[config.mk]
export PLATFORM = sky130hd
export DESIGN_NAME = lc2k_hazard_ctrl
export DESIGN_NICKNAME = d
export VERILOG_FILES = /design/src/rtl/lc2k_hazard_ctrl.sv
export SDC_FILE = /design/constraint.sdc
export NUM_CORES = 1
export LEC_CHECK = 0
export CORE_ASPECT_RATIO = 1.1
export CORE_MARGIN = 5
export CORE_UTILIZATION = 40
export CTS_CLUSTER_SIZE = 12
export DETAILED_ROUTE_END_ITERATION = 6
export PLACE_DENSITY_LB_ADDON = 0.12
export SYNTH_ARGS = -nofsm -noshare
export SYNTH_HDL_FRONTEND = slang
export SYNTH_SLANG_ARGS = --single-unit
[constraint.sdc]
create_clock -name clk -period 3.5 [get_ports clk]
set_clock_uncertainty 0.05 [all_clocks]
set_input_delay 0.525 -clock clk [delete_from_list [all_inputs] [get_ports clk]]
set_output_delay 0.525 -clock clk [all_outputs]
set_load 0.01 [all_outputs]
[src/rtl/lc2k_hazard_ctrl.sv]
// rtl/lc2k_hazard_ctrl.sv - LC2K 5-stage pipeline hazard, forwarding and halt-drain controller
// Optional macro LC2K_FWD_EN: EX/MEM/WB forwarding with load-use-only stalls.
module lc2k_hazard_ctrl #(
    parameter int CNT_W = 16,
    parameter int REG_W = 3
) (
    input  logic             clk,
    input  logic             rst_n,
    input  logic             id_valid,
    input  logic [2:0]       id_opcode,
    input  logic [REG_W-1:0] id_regA,
    input  logic [REG_W-1:0] id_regB,
    input  logic [REG_W-1:0] id_dest,
    input  logic             mem_br_taken,
    output logic             stall_if,
    output logic             stall_id,
    output logic             bubble_ex,
    output logic             flush,
    output logic [1:0]       fwd_a_sel,
    output logic [1:0]       fwd_b_sel,
    output logic             halted,
    output logic [CNT_W-1:0] stall_cnt,
    output logic [CNT_W-1:0] flush_cnt
);
    typedef enum logic [1:0] {ST_RUN, ST_DRAIN, ST_HALTED} state_t;
    state_t r_state, w_state_nxt;

    logic             r_ex_v, r_ex_wr, r_ex_halt;
    logic             r_mem_v, r_mem_wr, r_mem_halt;
    logic             r_wb_v, r_wb_wr, r_wb_halt;
    logic [REG_W-1:0] r_ex_wreg, r_mem_wreg, r_wb_wreg;
    logic [CNT_W-1:0] r_stall_cnt, r_flush_cnt;

    logic             w_rd_a, w_rd_b, w_wr, w_is_halt;
    logic [REG_W-1:0] w_wreg;
    logic             w_ma_ex, w_ma_mem, w_ma_wb, w_mb_ex, w_mb_mem, w_mb_wb;
    logic             w_raw, w_hazard, w_flush, w_stall, w_id_adv;

    assign w_rd_a    = (id_opcode <= 3'd5);
    assign w_rd_b    = (id_opcode == 3'd0) || (id_opcode == 3'd1) ||
                       (id_opcode == 3'd3) || (id_opcode == 3'd4);
    assign w_wr      = (id_opcode == 3'd0) || (id_opcode == 3'd1) ||
                       (id_opcode == 3'd2) || (id_opcode == 3'd5);
    assign w_wreg    = ((id_opcode == 3'd2) || (id_opcode == 3'd5)) ? id_regB : id_dest;
    assign w_is_halt = (id_opcode == 3'd6);

    assign w_ma_ex  = id_valid && w_rd_a && r_ex_v  && r_ex_wr  && (r_ex_wreg  == id_regA);
    assign w_ma_mem = id_valid && w_rd_a && r_mem_v && r_mem_wr && (r_mem_wreg == id_regA);
    assign w_ma_wb  = id_valid && w_rd_a && r_wb_v  && r_wb_wr  && (r_wb_wreg  == id_regA);
    assign w_mb_ex  = id_valid && w_rd_b && r_ex_v  && r_ex_wr  && (r_ex_wreg  == id_regB);
    assign w_mb_mem = id_valid && w_rd_b && r_mem_v && r_mem_wr && (r_mem_wreg == id_regB);
    assign w_mb_wb  = id_valid && w_rd_b && r_wb_v  && r_wb_wr  && (r_wb_wreg  == id_regB);

`ifdef LC2K_FWD_EN
    logic       r_ex_lw;
    logic [1:0] r_fwd_a, r_fwd_b;

    function automatic logic [1:0] f_sel(input logic ex, input logic mem, input logic wb);
        return ex ? 2'd1 : (mem ? 2'd2 : (wb ? 2'd3 : 2'd0));
    endfunction

    assign w_raw = (w_ma_ex || w_mb_ex) && r_ex_lw;

    always_ff @(posedge clk) begin
        if (!rst_n) begin
            r_ex_lw <= 1'b0;
            r_fwd_a <= 2'd0;
            r_fwd_b <= 2'd0;
        end else begin
            r_ex_lw <= w_id_adv && (id_opcode == 3'd2);
            r_fwd_a <= w_id_adv ? f_sel(w_ma_ex, w_ma_mem, w_ma_wb) : 2'd0;
            r_fwd_b <= w_id_adv ? f_sel(w_mb_ex, w_mb_mem, w_mb_wb) : 2'd0;
        end
    end

    assign fwd_a_sel = r_fwd_a;
    assign fwd_b_sel = r_fwd_b;
`else
    // No bypass: the regfile only holds the value once the producer has left WB.
    assign w_raw     = w_ma_ex || w_mb_ex || w_ma_mem || w_mb_mem || w_ma_wb || w_mb_wb;
    assign fwd_a_sel = 2'd0;
    assign fwd_b_sel = 2'd0;
`endif

    assign w_hazard = w_raw && (r_state == ST_RUN);
    assign w_flush  = mem_br_taken && (r_state != ST_HALTED);
    assign w_stall  = w_hazard && !w_flush;
    assign w_id_adv = (r_state == ST_RUN) && id_valid && !w_hazard && !w_flush;

    always_comb begin
        stall_if    = 1'b0;
        stall_id    = 1'b0;
        bubble_ex   = 1'b0;
        w_state_nxt = r_state;
        case (r_state)
            ST_RUN: begin
                if (w_stall) begin
                    stall_if  = 1'b1;
                    stall_id  = 1'b1;
                    bubble_ex = 1'b1;
                end
                if (w_id_adv && w_is_halt) w_state_nxt = ST_DRAIN;
            end
            ST_DRAIN: begin
                stall_if = !w_flush;
                // A redirect kills a halt that has not yet reached WB.
                if (w_flush && !(r_wb_v && r_wb_halt)) w_state_nxt = ST_RUN;
                else if (r_wb_v && r_wb_halt)          w_state_nxt = ST_HALTED;
            end
            ST_HALTED: begin
                stall_if  = 1'b1;
                stall_id  = 1'b1;
                bubble_ex = 1'b1;
            end
            default: w_state_nxt = ST_RUN;
        endcase
    end

    always_ff @(posedge clk) begin
        if (!rst_n) begin
            r_state     <= ST_RUN;
            r_ex_v      <= 1'b0;
            r_mem_v     <= 1'b0;
            r_wb_v      <= 1'b0;
            r_stall_cnt <= '0;
            r_flush_cnt <= '0;
        end else begin
            r_state    <= w_state_nxt;
            r_ex_v     <= w_id_adv;
            r_ex_wr    <= w_wr;
            r_ex_wreg  <= w_wreg;
            r_ex_halt  <= w_is_halt;
            r_mem_v    <= r_ex_v && !w_flush;
            r_mem_wr   <= r_ex_wr;
            r_mem_wreg <= r_ex_wreg;
            r_mem_halt <= r_ex_halt;
            r_wb_v     <= r_mem_v;
            r_wb_wr    <= r_mem_wr;
            r_wb_wreg  <= r_mem_wreg;
            r_wb_halt  <= r_mem_halt;
            if (w_stall && (r_stall_cnt != {CNT_W{1'b1}}))
                r_stall_cnt <= r_stall_cnt + CNT_W'(1);
            if (w_flush && (r_flush_cnt != {CNT_W{1'b1}}))
                r_flush_cnt <= r_flush_cnt + CNT_W'(1);
        end
    end

    assign flush     = w_flush;
    assign halted    = (r_state == ST_HALTED);
    assign stall_cnt = r_stall_cnt;
    assign flush_cnt = r_flush_cnt;
endmodule

# --- Word level (Yosys, flattened, before mapping) ---
# Index checks and enable logic that the tools add are counted.
totals:
  regBits: 52
  latch_bits: 0
  mem_bits_rw: 0
  romBits: 0
  word_cells: 95
  memories: 0
classes:
  addsub: 2
  n_mul: 0
  n_div: 0
  order_cmp: 1
  n_eq_ne: 19
  shifts: 0
  mux: 8
  bitwise_logic: 1
  reduce_logical: 49
op_table:
  columns: ["cell", "n"]
  rows:
  - ["$add A16 B1 Y16 const B", 2]
  - ["$logic_and A1 B1 Y1", 32]
  - ["$ne A16 B16 Y1 const B", 2]
  - ["$eq A3 B3 Y1", 6]
  - ["$logic_or A1 B1 Y1", 11]
  - ["$eq A3 B3 Y1 const B", 3]
  - ["$eq A3 B2 Y1 const B", 2]
  - ["$mux W2", 3]
  - ["$pmux W2 S3", 1]
  - ["$eq A3 B1 Y1 const B", 1]
  - ["$le A3 B3 Y1 const B", 1]
  - ["$logic_not A1 Y1", 3]
  - ["$logic_not A3 Y1", 1]
  - ["$mux W3", 1]
  - ["$ne A3 B3 Y1 const B", 1]
  - ["$pmux W1 S3", 1]
  - ["$reduce_and A3 Y1", 1]
  - ["$eq A2 B1 Y1 const B", 1]
  - ["$eq A2 B2 Y1 const B", 1]
  - ["$logic_not A2 Y1", 1]
  - ["$ne A2 B1 Y1 const B", 1]
  - ["$ne A2 B2 Y1 const B", 1]
  - ["$pmux W1 S2", 1]
  - ["$mux W1", 1]
  - ["$not A1 Y1", 1]

# --- Logic depth before layout (Yosys ltp) ---
# Gate-level depths: netlist of the first run.
depth:
  word_depth: 20
  ltp_mapped: 9

# --- Least setup slack after synthesis of the first run ---
# OpenSTA, ideal clock, no wires.
synth_timing:
  kind: "input to output"
  start: "input port id_regB[0]"
  end: "output port stall_id"
  arrival_time_ns: 1.894
  t_required_ns: 2.925
  setup_slack_ns: 1.031
  path_stages: 9
  path_buffers: 4
  cell_sequence: "clkbuf_1 xnor2_1 nand4_1 a21oi_2 o31ai_2 buf_6 buf_2 nand2_1 buf_4"
synth_between:
  elab_chain_len: 11
  word_cells_on_any_way: 15
  cone_classes: "eq/ne: 3; mux: 2; reduce/logical: 10"
synth_lines:
  columns: ["item", "line_no", "text"]
  rows:
  - ["start: declaration", "12", "input logic [REG_W-1:0] id_regB,"]
  - ["$eq A3 B3 Y1", "50", "assign w_mb_ex = id_valid && w_rd_b && r_ex_v && r_ex_wr && (r_ex_wreg == id_regB);"]
  - ["$logic_and A1 B1 Y1", "50", null]
  - ["$logic_or A1 B1 Y1 (4 in series)", "80", "assign w_raw = w_ma_ex || w_mb_ex || w_ma_mem || w_mb_mem || w_ma_wb || w_mb_wb;"]
  - ["$logic_or A1 B1 Y1 *", "80", null]
  - ["$logic_and A1 B1 Y1 *", "85", "assign w_hazard = w_raw && (r_state == ST_RUN);"]
  - ["$logic_and A1 B1 Y1 *", "87", "assign w_stall = w_hazard && !w_flush;"]
  - ["$mux W1 *", null, null]
  - ["$pmux W1 S2 *", null, null]
  - ["end: declaration", "16", "output logic stall_id,"]
# Mark *: on every way between the ends. The rest lies on a longest branch, timed or not.

# --- Worst setup path after layout of the first run ---
layout_timing:
  start: "input port id_opcode[0]"
  end: "output port stall_id"
layout_between:
  elab_chain_len: 17
  word_cells_on_any_way: 37
  cone_classes: "order compare: 1; eq/ne: 3; mux: 2; reduce/logical: 31"
layout_lines:
  columns: ["item", "line_no", "text"]
  rows:
  - ["start: declaration", "10", "input logic [2:0] id_opcode,"]
  - ["$eq A3 B1 Y1 / $logic_not A3 Y1 (equally long branches)", "40", "assign w_rd_b = (id_opcode == 3'd0) || (id_opcode == 3'd1) ||"]
  - ["$logic_or A1 B1 Y1 (2 in series)", "40", null]
  - ["$logic_or A1 B1 Y1", "41", "(id_opcode == 3'd3) || (id_opcode == 3'd4);"]
  - ["$logic_and A1 B1 Y1", "50, 51, 52", null]
  - ["$logic_and A1 B1 Y1 (3 in series)", "50", null]
  - ["$logic_or A1 B1 Y1 (4 in series)", "80", null]
  - ["$logic_or A1 B1 Y1 *", "80", null]
  - ["$logic_and A1 B1 Y1 *", "85", null]
  - ["$logic_and A1 B1 Y1 *", "87", null]
  - ["$mux W1 *", "97", "if (w_stall) begin"]
  - ["$pmux W1 S2 *", "95", "case (r_state)"]
# Marks and branches as above.

==> summary.txt, run 1 <==
Timing
  – Final Hold Vio Count: 0
  – Worst-Margin Slew: 0.588 ns
  – RSZ-0062 raised after global routing: no
  – Final worst slack: 0.316 ns
  – Final min period: 3.18 ns
  – Total negative slack: 0 ns
  – Final Max Tran Viols: 0
  – FMAX: 314 MHz
  – Final setup fails: 0
  – Slew margin rel.: 60.7%
  – Fin crit share: 91.0%

Critical path
  – R2R depth: 7
  – CP max FO: 6
  – Setup Crit Path Kind: in -> out
  – WP buf/inv: 2
  – Reg2reg start: stall_cnt[0]
  – CP dominant cell by count: clkdlybuf4s50_1
  – Crit path launch type: input port
  – CP peak stage delay: 0.59 ns
  – CP arrival: 2.61 ns
  – CP Cell Sequence: clkdlybuf4s50_1 > mux2i_1 > nand4_1 > a21oi_1 > o31ai_2 > nand2_1 > clkdlybuf4s50_1
  – Setup slack, reg-to-reg: 1.14 ns
  – Reg-to-reg endpoint: stall_cnt[5]
  – Worst EP required: 2.92 ns
  – CP Capture Type: primary output
  – CP top delay family: buffers and inverters
  – CP max-delay cell: clkdlybuf4s50_1

Drt
  – Initial DRT Pass Iterations: 4
  – DR vias: 2,172
  – Detail Route Antenna Nets: 0
  – DR vias/cell: 5.27
  – Initial DRC Count: 58
  – WL per Instance: 14.1 µm
  – DR DRC count: 0
  – Final WL: 5810 µm

Power
  – Pwr Total: 1.26 mW
  – Int Power: 0.984 mW
  – Comb pwr share: 8.8%
  – Share of power burned in registers: 51.9%
  – Cell area power density: 381 nW/µm²
  – Maximum vdd drop: 0.000219 V
  – Switching share of power: 22.1%
  – Clock network fraction of total power: 39.3%
  – NetSw: 0.279 mW
  – Leakage: 1.08 nW

CTS
  – Post-cts resize count: 0
  – CTS clk-pin slew, worst paths: 0.10 ns
  – Clock Tree Root: clkbuf_8
  – Skew-Pair Late Insertion Delay: 0.31 ns
  – Htree depth: 2
  – Clock sinks: 52
  – Clock buffer depth: 2
  – CTS tree: done
  – Post-CTS Hold Buffers: 0
  – CTS Buf Count: 5
  – # Post-CTS Setup Buffers: 0

Die
  – Die Ht: 94.7 µm
  – Die width: 87.0 µm
  – Rows: 30
  – CORE AREA: 6270 µm²
  – Starting Density: 41.6%
  – Ports: 57
  – Die area: 8240 µm²

Synthesis
  – Yosys warnings: 0
  – Register bit count reported by yosys: 52
  – Async SR Flop Fraction: 0%
  – Main synth FF type: dfxtp_1
  – Post-synth EDFFs: 15
  – Synth area leaders: dfxtp_1, edfxtp_1, xnor2_1
  – Post-synth top area cell: dfxtp_1
  – Netlist cell types: 40
  – Seq/Total Area, Yosys: 45.7%
  – Synth Instances: 281
  – Synthesized area: 2610 µm²
  – Top cell type's share of synthesized area: 28.4%
  – Syn Area/Cell: 9.28 µm²

Placed design
  – Gpl congestion: 0.819
  – Placed instance area: 3180 µm²
  – Detailed placement HPWL: 4210 µm
  – IO Port Bufs: 52
  – Placement Setup Slack: 0.343 ns

Global route
  – Vias in the first global route: 2,120
  – First-pass GRT wire length: 9650 µm
  – GRT overflow: 0
  – Largest net degree at the start of global routing: 30
  – Total track usage: 14.5%
  – Initial antenna violation count: 0

Run status
  – Status: finished clean

Layout
  – Most frequent cells in the layout: clkdlybuf4s50_1, dfxtp_1, nand2_1
  – Utilization after layout: 52.9%
  – Commonest non-fill, non-tap cell in the layout: clkdlybuf4s50_1
  – Fill count: 611
  – Layout cell share with drive strength beyond 1: 5.72%
  – Net count, final: 349
  – Post-Layout Inst Area: 3320 µm²
  – ANT cells: 0
  – Area growth, synth to finish: 27.3%

Hold path
  – Hold path depth: 0
  – Worst Hold Class: reg -> reg
  – Worst Hold Endpoint: r_mem_halt
  – Hold_sp: r_ex_halt

Run
  – Max-Cap Viols: 0
power by group through the flow:
stage	combinational [mW]	sequential (mW)	clock, mW
2_1_floorplan	0.0664	0.667	0
3_3_place_gp	0.111	0.670	0
3_5_place_dp	0.112	0.670	0
4_1_cts	0.112	0.657	0.513
5_1_grt	0.123	0.659	0.538
6_report	0.111	0.656	0.496
flip-flops by register name, summed over array words and instances (netlist names), 2 cells and up:
signal and count:
flush_cnt 16, stall_cnt 16, r_ex_wreg 3, r_mem_wreg 3
r_wb_wreg 3, r_state 2
worst max path at each step:
| stage | start | slack (ns) | to | cells after the start |
|---|---|---|---|---|
| 3_5_place_dp | id_opcode[0] | 0.34 | stall_id | 7 |
| 5_1_grt | id_opcode[0] | 0.21 | stall_id | 7 |
| 6_report | id_opcode[0] | 0.32 | stall_id | 7 |
| 2_1_floorplan | id_regB[0] | 1.03 | stall_id | 9 |
| 4_1_cts | id_opcode[0] | 0.35 | stall_id | 7 |
| 3_3_place_gp | id_opcode[0] | 0.35 | stall_if | 7 |
area by class of cell:
cell class / instances / area [µm²] / area share, %
repair buffers: 57 / 558 / 16.8
clock inverters: 3 / 68.8 / 2.07
flip-flops and latches: 52 / 1190 / 35.9
multi-input cells: 210 / 1310 / 39.6
well taps: 80 / 100 / 3.02
inverters: 5 / 18.8 / 0.566
clock buffers: 5 / 68.8 / 2.07
stage by stage:
stage,hold slack [ns],cells
CTS,0.379,412
global placement,0.358,404
floorplan,0.350,284
detailed placement,0.366,404
global route,0.388,412
finish,0.377,412
synth_stat cells (7+ instances only):
cell type	n
a21oi_1	17
and2_1	7
clkbuf_1	8
dfxtp_1	37
edfxtp_1	15
nand2_1	24
nand3_1	15
nand4_1	16
nor2_1	18
o21ai_0	11
or3_1	8
or4_1	7
xnor2_1	23
xor2_1	9
cell families after synthesis:
logic type               share of synthesized area [%]
AND/OR/NAND/NOR                                   24.4
XOR/XNOR                                          10.7
multiplexers                                      2.30
other                                            0.144
flip-flops                                        45.7
adder cells (fa/ha/maj)                          0.960
buffers and inverters                             4.41
AO/OA/AOI/OAI                                     11.3
routing by layer:
layer,global-route usage (%),vias to the layer above,wire (µm)
met3,2.97,9,275
met2,25.9,55,2820
met1,17.5,997,2640
met4,4.16,0,74
met5,0,-,0
li1,-,1111,-
Power figures use the tool's default switching activity.
==> run 2, diff against run 1 <==
--- a/config.mk
+++ b/config.mk
@@ -5,9 +5,10 @@
 export SDC_FILE = /design/constraint.sdc
 export NUM_CORES = 1
 export LEC_CHECK = 0
+export ABC_AREA = 1
 export CORE_ASPECT_RATIO = 1.1
 export CORE_MARGIN = 5
-export CORE_UTILIZATION = 40
+export CORE_UTILIZATION = 55
 export CTS_CLUSTER_SIZE = 12
 export DETAILED_ROUTE_END_ITERATION = 6
 export PLACE_DENSITY_LB_ADDON = 0.12
==> run 2 against run 1 <==
Critical path depth rose by 5. Register-to-register slack improved by 0.02 ns. Via count increased by 32%. First-iteration DRC count increased to 3.2 times the previous value. Largest cell class unchanged. Combinational power up 4%. Core utilization is 15 points higher. Global-route usage up 6.6 points. Setup slack gained 0.15 ns. Total power shrank 11%. Synthesized area is 14% higher.
==> summary.txt, run 2 <==
Die
  – Die area: 6970 µm² (was 8240 µm²)
  – Ports: 57 (unchanged)
  – Die width: 80.1 µm (was 87.0 µm)
  – Starting Density: 55.8% (was 41.6%)
  – CORE AREA: 5330 µm² (was 6270 µm²)
  – Die Ht: 87.1 µm (was 94.7 µm)
  – Rows: 28 (was 30)

Layout
  – Layout cell share with drive strength beyond 1: 3.75% (was 5.72%)
  – ANT cells: 0 (unchanged)
  – Layout Cells excl Fill: 555 (was 412)
  – Net count, final: 497 (was 349)
  – Post-Layout Inst Area: 3630 µm² (was 3320 µm²)
  – Footprint of the multi-input gates: 1520 µm² (was 1310 µm²)
  – Sequential cell area: 1190 µm² (unchanged)
  – Area growth, synth to finish: 22.2% (was 27.3%)
  – Fill count: 495 (was 611)
  – Most frequent cells in the layout: nand2_1, clkdlybuf4s50_1, inv_1, nor2_1, dfxtp_1 (was clkdlybuf4s50_1, dfxtp_1, nand2_1)
  – Commonest non-fill, non-tap cell in the layout: nand2_1 (was clkdlybuf4s50_1)

Timing
  – Final Hold Vio Count: 0 (unchanged)
  – Fin crit share: 86.5% (was 91.0%)
  – RSZ-0062 raised after global routing: no (unchanged)
  – Total negative slack: 0 ns (unchanged)
  – Worst-Margin Slew: 0.760 ns (was 0.588 ns)
  – Slew margin rel.: 49.0% (was 60.7%)
  – Final setup fails: 0 (unchanged)
  – Final min period: 3.03 ns (was 3.18 ns)
  – FMAX: 330 MHz (was 314 MHz)
  – Final Max Tran Viols: 0 (unchanged)

Drt
  – Final WL: 7020 µm (was 5810 µm)
  – Initial DRC Count: 184 (was 58)
  – Initial DRT Pass Iterations: 5 (was 4)
  – DR vias/cell: 5.16 (was 5.27)
  – DR vias: 2,864 (was 2,172)
  – WL per Instance: 12.6 µm (was 14.1 µm)
  – DR DRC count: 0 (unchanged)
  – Detail Route Antenna Nets: 0 (unchanged)

Critical path
  – CP max FO: 4 (was 6)
  – CP top delay family: buffers and inverters (unchanged)
  – CP max-delay cell: clkdlybuf4s50_1 (unchanged)
  – Worst EP required: 2.92 ns (about the same)
  – WP buf/inv: 3 (was 2)
  – Reg2reg start: flush_cnt[0] (was stall_cnt[0])
  – CP Cell Sequence: clkdlybuf4s50_1 > inv_1 > nand2_1 > nand2_1 > nor2_1 > nand2_1 > nand2_1 > nand2_1 > nand3_2 > nand2_1 > nand2_1 > clkdlybuf4s50_1 (was clkdlybuf4s50_1 > mux2i_1 > nand4_1 > a21oi_1 > o31ai_2 > nand2_1 > clkdlybuf4s50_1)
  – CP peak stage delay: 0.60 ns (was 0.59 ns)
  – R2R depth: 9 (was 7)
  – Setup slack, reg-to-reg: 1.16 ns (was 1.14 ns)
  – CP arrival: 2.45 ns (was 2.61 ns)
  – Setup Crit Path Kind: in -> out (unchanged)
  – Crit path launch type: input port (unchanged)
  – CP Capture Type: primary output (unchanged)
  – CP dominant cell by count: nand2_1 (was clkdlybuf4s50_1)
  – Reg-to-reg endpoint: flush_cnt[10] (was stall_cnt[5])

Hold path
  – Worst Hold Class: reg -> reg (unchanged)
  – Hold_sp: r_mem_v (was r_ex_halt)
  – Worst Hold Endpoint: r_wb_v (was r_mem_halt)
  – Hold path depth: 2 (was 0)

CTS
  – Clock sinks: 52 (unchanged)
  – Htree depth: 2 (unchanged)
  – Skew-Pair Late Insertion Delay: 0.30 ns (was 0.31 ns)
  – Post-cts resize count: 0 (unchanged)
  – # Post-CTS Setup Buffers: 0 (unchanged)
  – Clock Tree Root: clkbuf_8 (unchanged)
  – CTS tree: done (unchanged)
  – Clock buffer depth: 2 (unchanged)
  – CTS Buf Count: 5 (unchanged)
  – CTS clk-pin slew, worst paths: 0.09 ns (was 0.10 ns)
  – Post-CTS Hold Buffers: 0 (unchanged)

Synthesis
  – Synth area leaders: dfxtp_1, nand2_1, edfxtp_1 (was dfxtp_1, edfxtp_1, xnor2_1)
  – Netlist cell types: 32 (was 40)
  – Top cell type's share of synthesized area: 24.9% (was 28.4%)
  – Seq/Total Area, Yosys: 40.1% (was 45.7%)
  – Most frequent cells after synthesis: nand2_1, inv_1, nor2_1 (was dfxtp_1, nand2_1, xnor2_1)
  – Post-synth top area cell: dfxtp_1 (unchanged)
  – Async SR Flop Fraction: 0% (unchanged)
  – Yosys warnings: 0 (unchanged)
  – Syn Area/Cell: 6.94 µm² (was 9.28 µm²)
  – Synthesized area: 2970 µm² (was 2610 µm²)
  – Synth Instances: 428 (was 281)
  – Post-synth EDFFs: 15 (unchanged)
  – Top-count cell post-synth: nand2_1 (was dfxtp_1)
  – Main synth FF type: dfxtp_1 (unchanged)
  – Register bit count reported by yosys: 52 (unchanged)

Placed design
  – Detailed placement HPWL: 5270 µm (was 4210 µm)
  – Placed cells: 547 (was 404)
  – Gpl congestion: 0.886 (was 0.819)
  – Placed instance area: 3530 µm² (was 3180 µm²)
  – IO Port Bufs: 52 (unchanged)

Power
  – Maximum vdd drop: 0.000186 V (was 0.000219 V)
  – Cell area power density: 309 nW/µm² (was 381 nW/µm²)
  – Leakage: 1.47 nW (was 1.08 nW)

Global route
  – GRT overflow: 0 (unchanged)
  – Total track usage: 21.2% (was 14.5%)
  – First-pass GRT wire length: 11,900 µm (was 9650 µm)
  – Initial antenna violation count: 0 (unchanged)
  – Vias in the first global route: 2,758 (was 2,120)
  – Largest net degree at the start of global routing: 28 (was 30)

Run
  – Max-Cap Viols: 0 (unchanged)

Run status
  – Status: finished clean (unchanged)
==> run 2: cell type report <==
type,instances,area share [%]
multi-input cells,316,42.0
flip-flops and latches,52,32.8
repair buffers,55,15.0
inverters,49,5.07
well taps,75,2.59
clock buffers,7,2.38
clock inverters,1,0.207
==> run 2: per-stage QoR <==
step                hold WS, ns  total power [mW]  setup WS [ns]  utilization (%)
floorplan                 0.350             0.733           1.31                -
global placement          0.356             0.780          0.553             66.4
detailed placement        0.361             0.782          0.490             66.4
CTS                       0.380              1.13          0.479             68.1
global route              0.391              1.17          0.303             68.1
finish                    0.377              1.12          0.471             68.1
==> run 2: worst max-delay path by stage <==
stage / from / to / slack, ns / depth (start not counted)
2_1_floorplan: id_regA[0] / stall_id / 1.31 / 12
3_3_place_gp: id_regB[2] / stall_id / 0.55 / 12
3_5_place_dp: id_regB[2] / stall_id / 0.49 / 12
4_1_cts: id_regB[2] / stall_id / 0.48 / 12
5_1_grt: id_regB[2] / stall_id / 0.30 / 12
6_report: id_regB[2] / stall_id / 0.47 / 12
==> run 2: routing by layer <==
metal,vias to the layer above,wire [µm],track usage [%],share of wire [%]
li1,1483,-,-,-
met1,1291,3130,26.7,45
met2,81,3410,36.1,49
met3,9,359,3.73,5.1
met4,0,113,7.68,1.6
met5,-,0,0,0
==> run 2: logic make-up (layout without fill, tap and decap cells) <==
kind of cell / count (synthesis) / in the layout / synth area share (%)
other cells: 1 / 4 / 0.126
buf+inv: 63 / 112 / 9.01
mux: 1 / 1 / 0.379
compound gates: 39 / 39 / 6.66
flops: 52 / 52 / 40.1
fa+ha+maj: 2 / 2 / 0.842
xor+xnor: 18 / 18 / 5.31
simple gates: 252 / 252 / 37.6
==> run 2: worst min-delay path, delay by kind of cell (launching register included) <==
kind	cells	cell delay [ns]
and+or+nand+nor	1	0.05
buffers and inverters	1	0.03
DFF	1	0.31
==> run 2: power by group <==
part / internal (mW) / switching (mW)
Clock: 0.161 / 0.191
Combinational: 0.0457 / 0.0695
Sequential: 0.639 / 0.0153
Total: 0.846 / 0.275
